File: src/rtl/addsub_fu.sv
// ---------------------------------------------------------------------------
// addsub_fu -- multi-cycle integer ADD/SUB functional unit.
//
// This unit accepts one issued instruction. It computes a+b, or a-b as
// a + ~b + 1, on a Kogge-Stone prefix carry-lookahead adder. It then holds the
// result, the flags and the destination tag until write-back grants the
// result bus.
//
// Ports
//   clk, rst_n    rising-edge clock, asynchronous active-low reset
//   flush         synchronous abort of any in-flight operation (top priority)
//   issue_valid   scoreboard presents an instruction
//   issue_ready   FU can accept an instruction (IDLE)
//   op            0 = ADD, 1 = SUB
//   a, b          operands (Fj, Fk), sampled on the acceptance edge
//   dest_tag      destination register tag
//   busy          FU occupied (EXEC or WAIT_WB)
//   result_valid  result held, requesting write-back (WAIT_WB)
//   result        sum or difference
//   result_tag    tag of the held result
//   cout          carry out; for SUB, 1 means no borrow (a >= b unsigned)
//   overflow      signed two's-complement overflow
//   wb_grant      write-back consumes the result this cycle
// ---------------------------------------------------------------------------
module addsub_fu #(
    parameter int WIDTH   = 16,
    parameter int TAGW    = 4,
    parameter int LATENCY = 2
) (
    input  logic             clk,
    input  logic             rst_n,
    input  logic             flush,
    input  logic             issue_valid,
    output logic             issue_ready,
    input  logic             op,
    input  logic [WIDTH-1:0] a,
    input  logic [WIDTH-1:0] b,
    input  logic [TAGW-1:0]  dest_tag,
    output logic             busy,
    output logic             result_valid,
    output logic [WIDTH-1:0] result,
    output logic [TAGW-1:0]  result_tag,
    output logic             cout,
    output logic             overflow,
    input  logic             wb_grant
);

    localparam int LEVELS = $clog2(WIDTH);

    localparam logic [1:0] S_IDLE    = 2'd0;
    localparam logic [1:0] S_EXEC    = 2'd1;
    localparam logic [1:0] S_WAIT_WB = 2'd2;

    // The counter is wide enough for the full legal LATENCY range of 1..15.
    localparam logic [3:0] CNT_LOAD = 4'(LATENCY - 1);

    logic [1:0]       state_q, state_d;
    logic [3:0]       cnt_q, cnt_d;
    logic [WIDTH-1:0] a_q, a_d, b_q, b_d;
    logic             op_q, op_d;
    logic [TAGW-1:0]  tag_q, tag_d;
    logic [WIDTH-1:0] res_q, res_d;
    logic [TAGW-1:0]  res_tag_q, res_tag_d;
    logic             cout_q, cout_d;
    logic             ovf_q, ovf_d;

    // -----------------------------------------------------------------------
    // Prefix adder on the latched operands. The SUB carry-in is folded into
    // the bit-0 generate, so the tree produces every carry, including cout.
    // -----------------------------------------------------------------------
    logic [WIDTH-1:0] b_eff, p_raw, g_pf, p_pf, g_nx, p_nx, carry, sum;
    logic             sum_cout, sum_ovf;

    assign b_eff = op_q ? ~b_q : b_q;
    assign p_raw = a_q ^ b_eff;

    always_comb begin
        g_pf    = a_q & b_eff;
        g_pf[0] = g_pf[0] | (p_raw[0] & op_q);
        p_pf    = p_raw;
        g_nx    = '0;
        p_nx    = '0;
        for (int lv = 0; lv < LEVELS; lv++) begin
            g_nx = g_pf;
            p_nx = p_pf;
            for (int i = (1 << lv); i < WIDTH; i++) begin
                g_nx[i] = g_pf[i] | (p_pf[i] & g_pf[i - (1 << lv)]);
                p_nx[i] = p_pf[i] & p_pf[i - (1 << lv)];
            end
            g_pf = g_nx;
            p_pf = p_nx;
        end
    end

    // The carry into bit i is the group generate of bits [i-1:0] together
    // with the carry-in.
    assign carry    = {g_pf[WIDTH-2:0], op_q};
    assign sum      = p_raw ^ carry;
    assign sum_cout = g_pf[WIDTH-1];
    assign sum_ovf  = (a_q[WIDTH-1] == b_eff[WIDTH-1]) && (sum[WIDTH-1] != a_q[WIDTH-1]);

    // -----------------------------------------------------------------------
    // Control
    // -----------------------------------------------------------------------
    // NOTE: every _d signal gets its hold value first, so no path through
    // this block can leave a signal unassigned and infer a latch.
    always_comb begin
        state_d   = state_q;
        cnt_d     = cnt_q;
        a_d       = a_q;
        b_d       = b_q;
        op_d      = op_q;
        tag_d     = tag_q;
        res_d     = res_q;
        res_tag_d = res_tag_q;
        cout_d    = cout_q;
        ovf_d     = ovf_q;

        if (flush) begin
            state_d = S_IDLE;
            cnt_d   = '0;
        end else begin
            case (state_q)
                S_IDLE: begin
                    if (issue_valid) begin
                        state_d = S_EXEC;
                        cnt_d   = CNT_LOAD;
                        a_d     = a;
                        b_d     = b;
                        op_d    = op;
                        tag_d   = dest_tag;
                    end
                end
                S_EXEC: begin
                    if (cnt_q == '0) begin
                        state_d   = S_WAIT_WB;
                        res_d     = sum;
                        res_tag_d = tag_q;
                        cout_d    = sum_cout;
                        ovf_d     = sum_ovf;
                    end else begin
                        cnt_d = cnt_q - 4'd1;
                    end
                end
                S_WAIT_WB: begin
                    if (wb_grant) begin
                        state_d = S_IDLE;
                    end
                end
                default: begin
                    state_d = S_IDLE;
                    cnt_d   = '0;
                end
            endcase
        end
    end

    // NOTE: sequential state uses non-blocking assignments only, so every
    // register samples its pre-edge value no matter how the blocks are ordered.
    always_ff @(posedge clk or negedge rst_n) begin
        if (!rst_n) begin
            state_q   <= S_IDLE;
            cnt_q     <= '0;
            a_q       <= '0;
            b_q       <= '0;
            op_q      <= 1'b0;
            tag_q     <= '0;
            res_q     <= '0;
            res_tag_q <= '0;
            cout_q    <= 1'b0;
            ovf_q     <= 1'b0;
        end else begin
            state_q   <= state_d;
            cnt_q     <= cnt_d;
            a_q       <= a_d;
            b_q       <= b_d;
            op_q      <= op_d;
            tag_q     <= tag_d;
            res_q     <= res_d;
            res_tag_q <= res_tag_d;
            cout_q    <= cout_d;
            ovf_q     <= ovf_d;
        end
    end

    // Handshake outputs decode the state alone and never look at issue_valid.
    assign issue_ready  = (state_q == S_IDLE);
    assign busy         = (state_q != S_IDLE);
    assign result_valid = (state_q == S_WAIT_WB);
    assign result       = res_q;
    assign result_tag   = res_tag_q;
    assign cout         = cout_q;
    assign overflow     = ovf_q;

endmodule

File: config.mk
export PLATFORM = sky130hd
export DESIGN_NAME = addsub_fu
export DESIGN_NICKNAME = d
export VERILOG_FILES = /design/src/rtl/addsub_fu.sv
export SDC_FILE = /design/constraint.sdc
export NUM_CORES = 1
export LEC_CHECK = 0
export ABC_AREA = 1
export BUFFER_PORTS_ARGS = -buffer_cell sky130_fd_sc_hd__buf_2
export CAP_MARGIN = 20
export CORE_MARGIN = 3
export CORE_UTILIZATION = 41
export DETAILED_ROUTE_END_ITERATION = 6
export PLACE_DENSITY_LB_ADDON = 0.1
export SYNTH_ARGS = -nofsm -noshare
export SYNTH_HDL_FRONTEND = slang
export SYNTH_SLANG_ARGS = --single-unit
File: constraint.sdc
create_clock -name clk -period 2 [get_ports clk]
set_input_delay 0.6 -clock clk [delete_from_list [all_inputs] [get_ports clk]]
set_output_delay 0.6 -clock clk [all_outputs]
set_load 0.03 [all_outputs]
==> summary.txt <==
Routing
  – Total Wirelength: a little under 8 mm
  – DR pass1 iterations: 4
  – Final ANT Viol Nets: 0
  – DR WL/cell: 13.12 um
  – First-iteration detailed-routing DRC count: a little under 100
  – Routed vias/inst: 4.790
  – Total number of vias: a little under 3000
  – Residual DRC: 0

Placed design
  – Dpl cells: a little under 600
  – IO buf count: 66
  – Gpl congestion: 0.8622
  – Dpl hpwl: around 6.0 mm

GRT
  – First-pass GRT wire length: ~13 mm
  – Met1 usage in global routing: between 20% and 30%
  – Global-route usage over all layers: between 15 and 20%
  – GR met2 Demand/Resource: approximately a quarter
  – Congestion Overflow GR: 0
  – Initial antenna violation count: 0
  – Largest net degree at the start of global routing: 66
  – Vias in the first global route: roughly 2900
  – Grt peak-use layer: met2
  – Met3 GRT Util: 3.599%

Clock tree
  – CTS buffer count: 9
  – Clk buf depth: 2
  – TritonCTS clock tree: done
  – H-tree levels: 3
  – Root buffer cell: clkbuf_8
  – Worst-path clk slew: ~0.07 ns
  – Clk sinks: 65
  – Worst skew pair latency: 0.33 ns

Floorplanning
  – Initial Utilization: 42.23%
  – Die Footprint: between 10000 and 15000 um2
  – FP Rows: 34
  – Core area: between 8000 and 9000 um2
  – Height of the chip: just over 100 um
  – Die Wd: 101.0 um
  – Ports: 67

Logic synthesis
  – Seq/Total Area, Yosys: 43.95%
  – Cells after Synth: 393
  – Syn_nets: 454
  – Yosys reg bits: 65
  – Synth Area per Inst: 9.417 um2
  – Post-synth EDFFs: 0
  – Yosys cell types: 31
  – Syn Std Cell Area: 3701 um2
  – Async SR Flop Fraction: between 90% and 100%
  – Ys flop type: dfrtp_1
  – Synth Warn #: 0

STA
  – Minimum clock period: 1.989 ns
  – Final hold vios: 0
  – Clk_skew: slightly below 0.007 ns
  – Max Freq: 0.5027 GHz
  – Fin Setup TNS: 0 ns
  – Final Max Tran Viols: 0
  – Worst slew margin: around three quarters
  – Worst Max-Slew Pin Slew: about 0.36 ns
  – Setup violators final: 0
  – Tcrit/Tclk final: between 90% and 100%
  – RSZ-0062 raised after global routing: true

Finish
  – Share of cells above drive strength 1: roughly 42%
  – Ant diodes: 0
  – Final nets: around 550
  – Fin cells: approximately 610
  – P&R area growth vs syn: 29.07%

Setup path
  – Worst path required time: about 2.2 ns
  – Critical Path Fanout Max: 11
  – Crit path launch type: flip-flop
  – CP Class: reg -> reg
  – Element type at the critical path end: flip-flop
  – Critical Path AT: 2.22 ns

Run status
  – Outcome: completed

Min path
  – Min-Delay Path Class: in -> async

Run
  – Max Cap Viol: 0
-- per-layer routing --
layer	vias up	part of all wire (%)
li1	1485	-
met1	1351	49
met2	54	45
met3	8	4.3
met4	0	1.3
met5	-	0
-- worst paths after layout --
| path | start | endpoint | slack, ns | cells after the start |
|---|---|---|---|---|
| worst min register to register | result[10]$_DFFE_PN0P_ | result[10]$_DFFE_PN0P_ | 0.47 | 2 |
| worst min-delay path | rst_n | state_q[0]$_DFFE_PN0P_ | 0.24 | 2 |
| worst max register to register | op_q$_DFFE_PN0P_ | overflow$_DFFE_PN0P_ | 0.01 | 11 |
| worst max-delay path | op_q$_DFFE_PN0P_ | overflow$_DFFE_PN0P_ | 0.01 | 11 |
| max in group asynchronous | rst_n | op_q$_DFFE_PN0P_ | 1.42 | 2 |
| min in group clk | result[10]$_DFFE_PN0P_ | result[10]$_DFFE_PN0P_ | 0.47 | 2 |
-- state kept, by name, summed over array words and instances (netlist names) --
signal and cells:
a_q 16, b_q 16, tag_q 4, result 16
cout 1, state_q 2, op_q 1, cnt_q 4
overflow 1, result_tag 4
-- cells in the final DEF, fill, tap and decap left out, types with 7 or more instances in the layout --
cell | netlist | routed
nand2_1 | 91 | 72
buf_2 | 5 | 66
dfrtp_1 | 65 | 64
inv_1 | 34 | 32
buf_4 | 1 | 30
mux2_4 | 27 | 27
nand2_2 | 5 | 21
nor2_1 | 27 | 20
nand3_1 | 26 | 20
a21oi_1 | 24 | 16
xor2_1 | 15 | 14
o21ai_1 | 10 | 12
ha_1 | 18 | 12
clkbuf_8 | 0 | 9
o21ai_0 | 11 | 7
a21oi_2 | 1 | 7
-- per-stage QoR --
stage / hold slack [ns] / worst slack, ns / util, % / cell area (um2)
finish: 0.2406 / 0.01079 / 54.51 / 4777
global route: 0.2783 / -0.1310 / 54.51 / 4777
global placement: 0.4605 / -0.09593 / 49.14 / 4307
detailed placement: 0.4682 / -0.09812 / 49.14 / 4307
floorplan: 0.3044 / 0.002239 / - / 3701
CTS: 0.2631 / 0.002182 / 51.77 / 4537
-- final cells by class --
class	instances	area, um2
inverter	36	137.6
fill	840	3986
sequential	65	1628
tap	108	135.1
multi-input combinational	282	2085
timing repair buffer	99	615.6
clock inverter	4	45.04
clock buffer	11	131.4
-- timing repair --
| action | 4_1_cts | 5_1_grt |
|---|---|---|
| buffers inserted | 3 | 6 |
| endpoints found under the setup margin | 10 | 12 |
| gates resized for setup | 11 | 54 |
| hold buffers | 0 | 0 |
| hold endpoints to repair | 0 | 0 |
| pin swaps | 5 | 19 |
| gates cloned | 0 | 0 |
-- critical path, stage by stage (launching register included) --
cell and delay [ns]:
dfrtp_2 0.45, buf_12 0.16, xor2_1 0.17, ha_2 0.39, nand2_1 0.09, nor2_1 0.17
and2_1 0.16, nand2_2 0.06, nand2_2 0.07, nand2_1 0.06, nand3_2 0.06, nand2_1 0.04
-- cells in the mapped netlist, types with 3 or more instances --
library cell,instances,area (um2)
nand2_1,91,341.6
dfrtp_1,65,1627
inv_1,34,127.6
mux2_4,27,405.4
nor2_1,27,101.4
nand3_1,26,130.1
a21oi_1,24,120.1
ha_1,18,225.2
xor2_1,15,131.4
o21ai_0,11,55.05
o21ai_1,10,50.05
xnor2_1,6,52.55
buf_2,5,25.02
nand2_2,5,31.28
buf_6,4,45.04
mux2_2,4,45.04
nor2_4,3,33.78
-- cell families after synthesis --
| family | share of synthesized area [%] |
|---|---|
| buffers and inverters | 5.815 |
| xor gates and xnor gates | 4.970 |
| adders and majority gates | 6.626 |
| and+or+nand+nor | 19.41 |
| muxes | 12.17 |
| DFF | 43.95 |
| AOI/OAI and AO/OA | 7.066 |
Power is not shown: default switching activity piles up to over one toggle a cycle in this logic, so the estimate is an artifact.
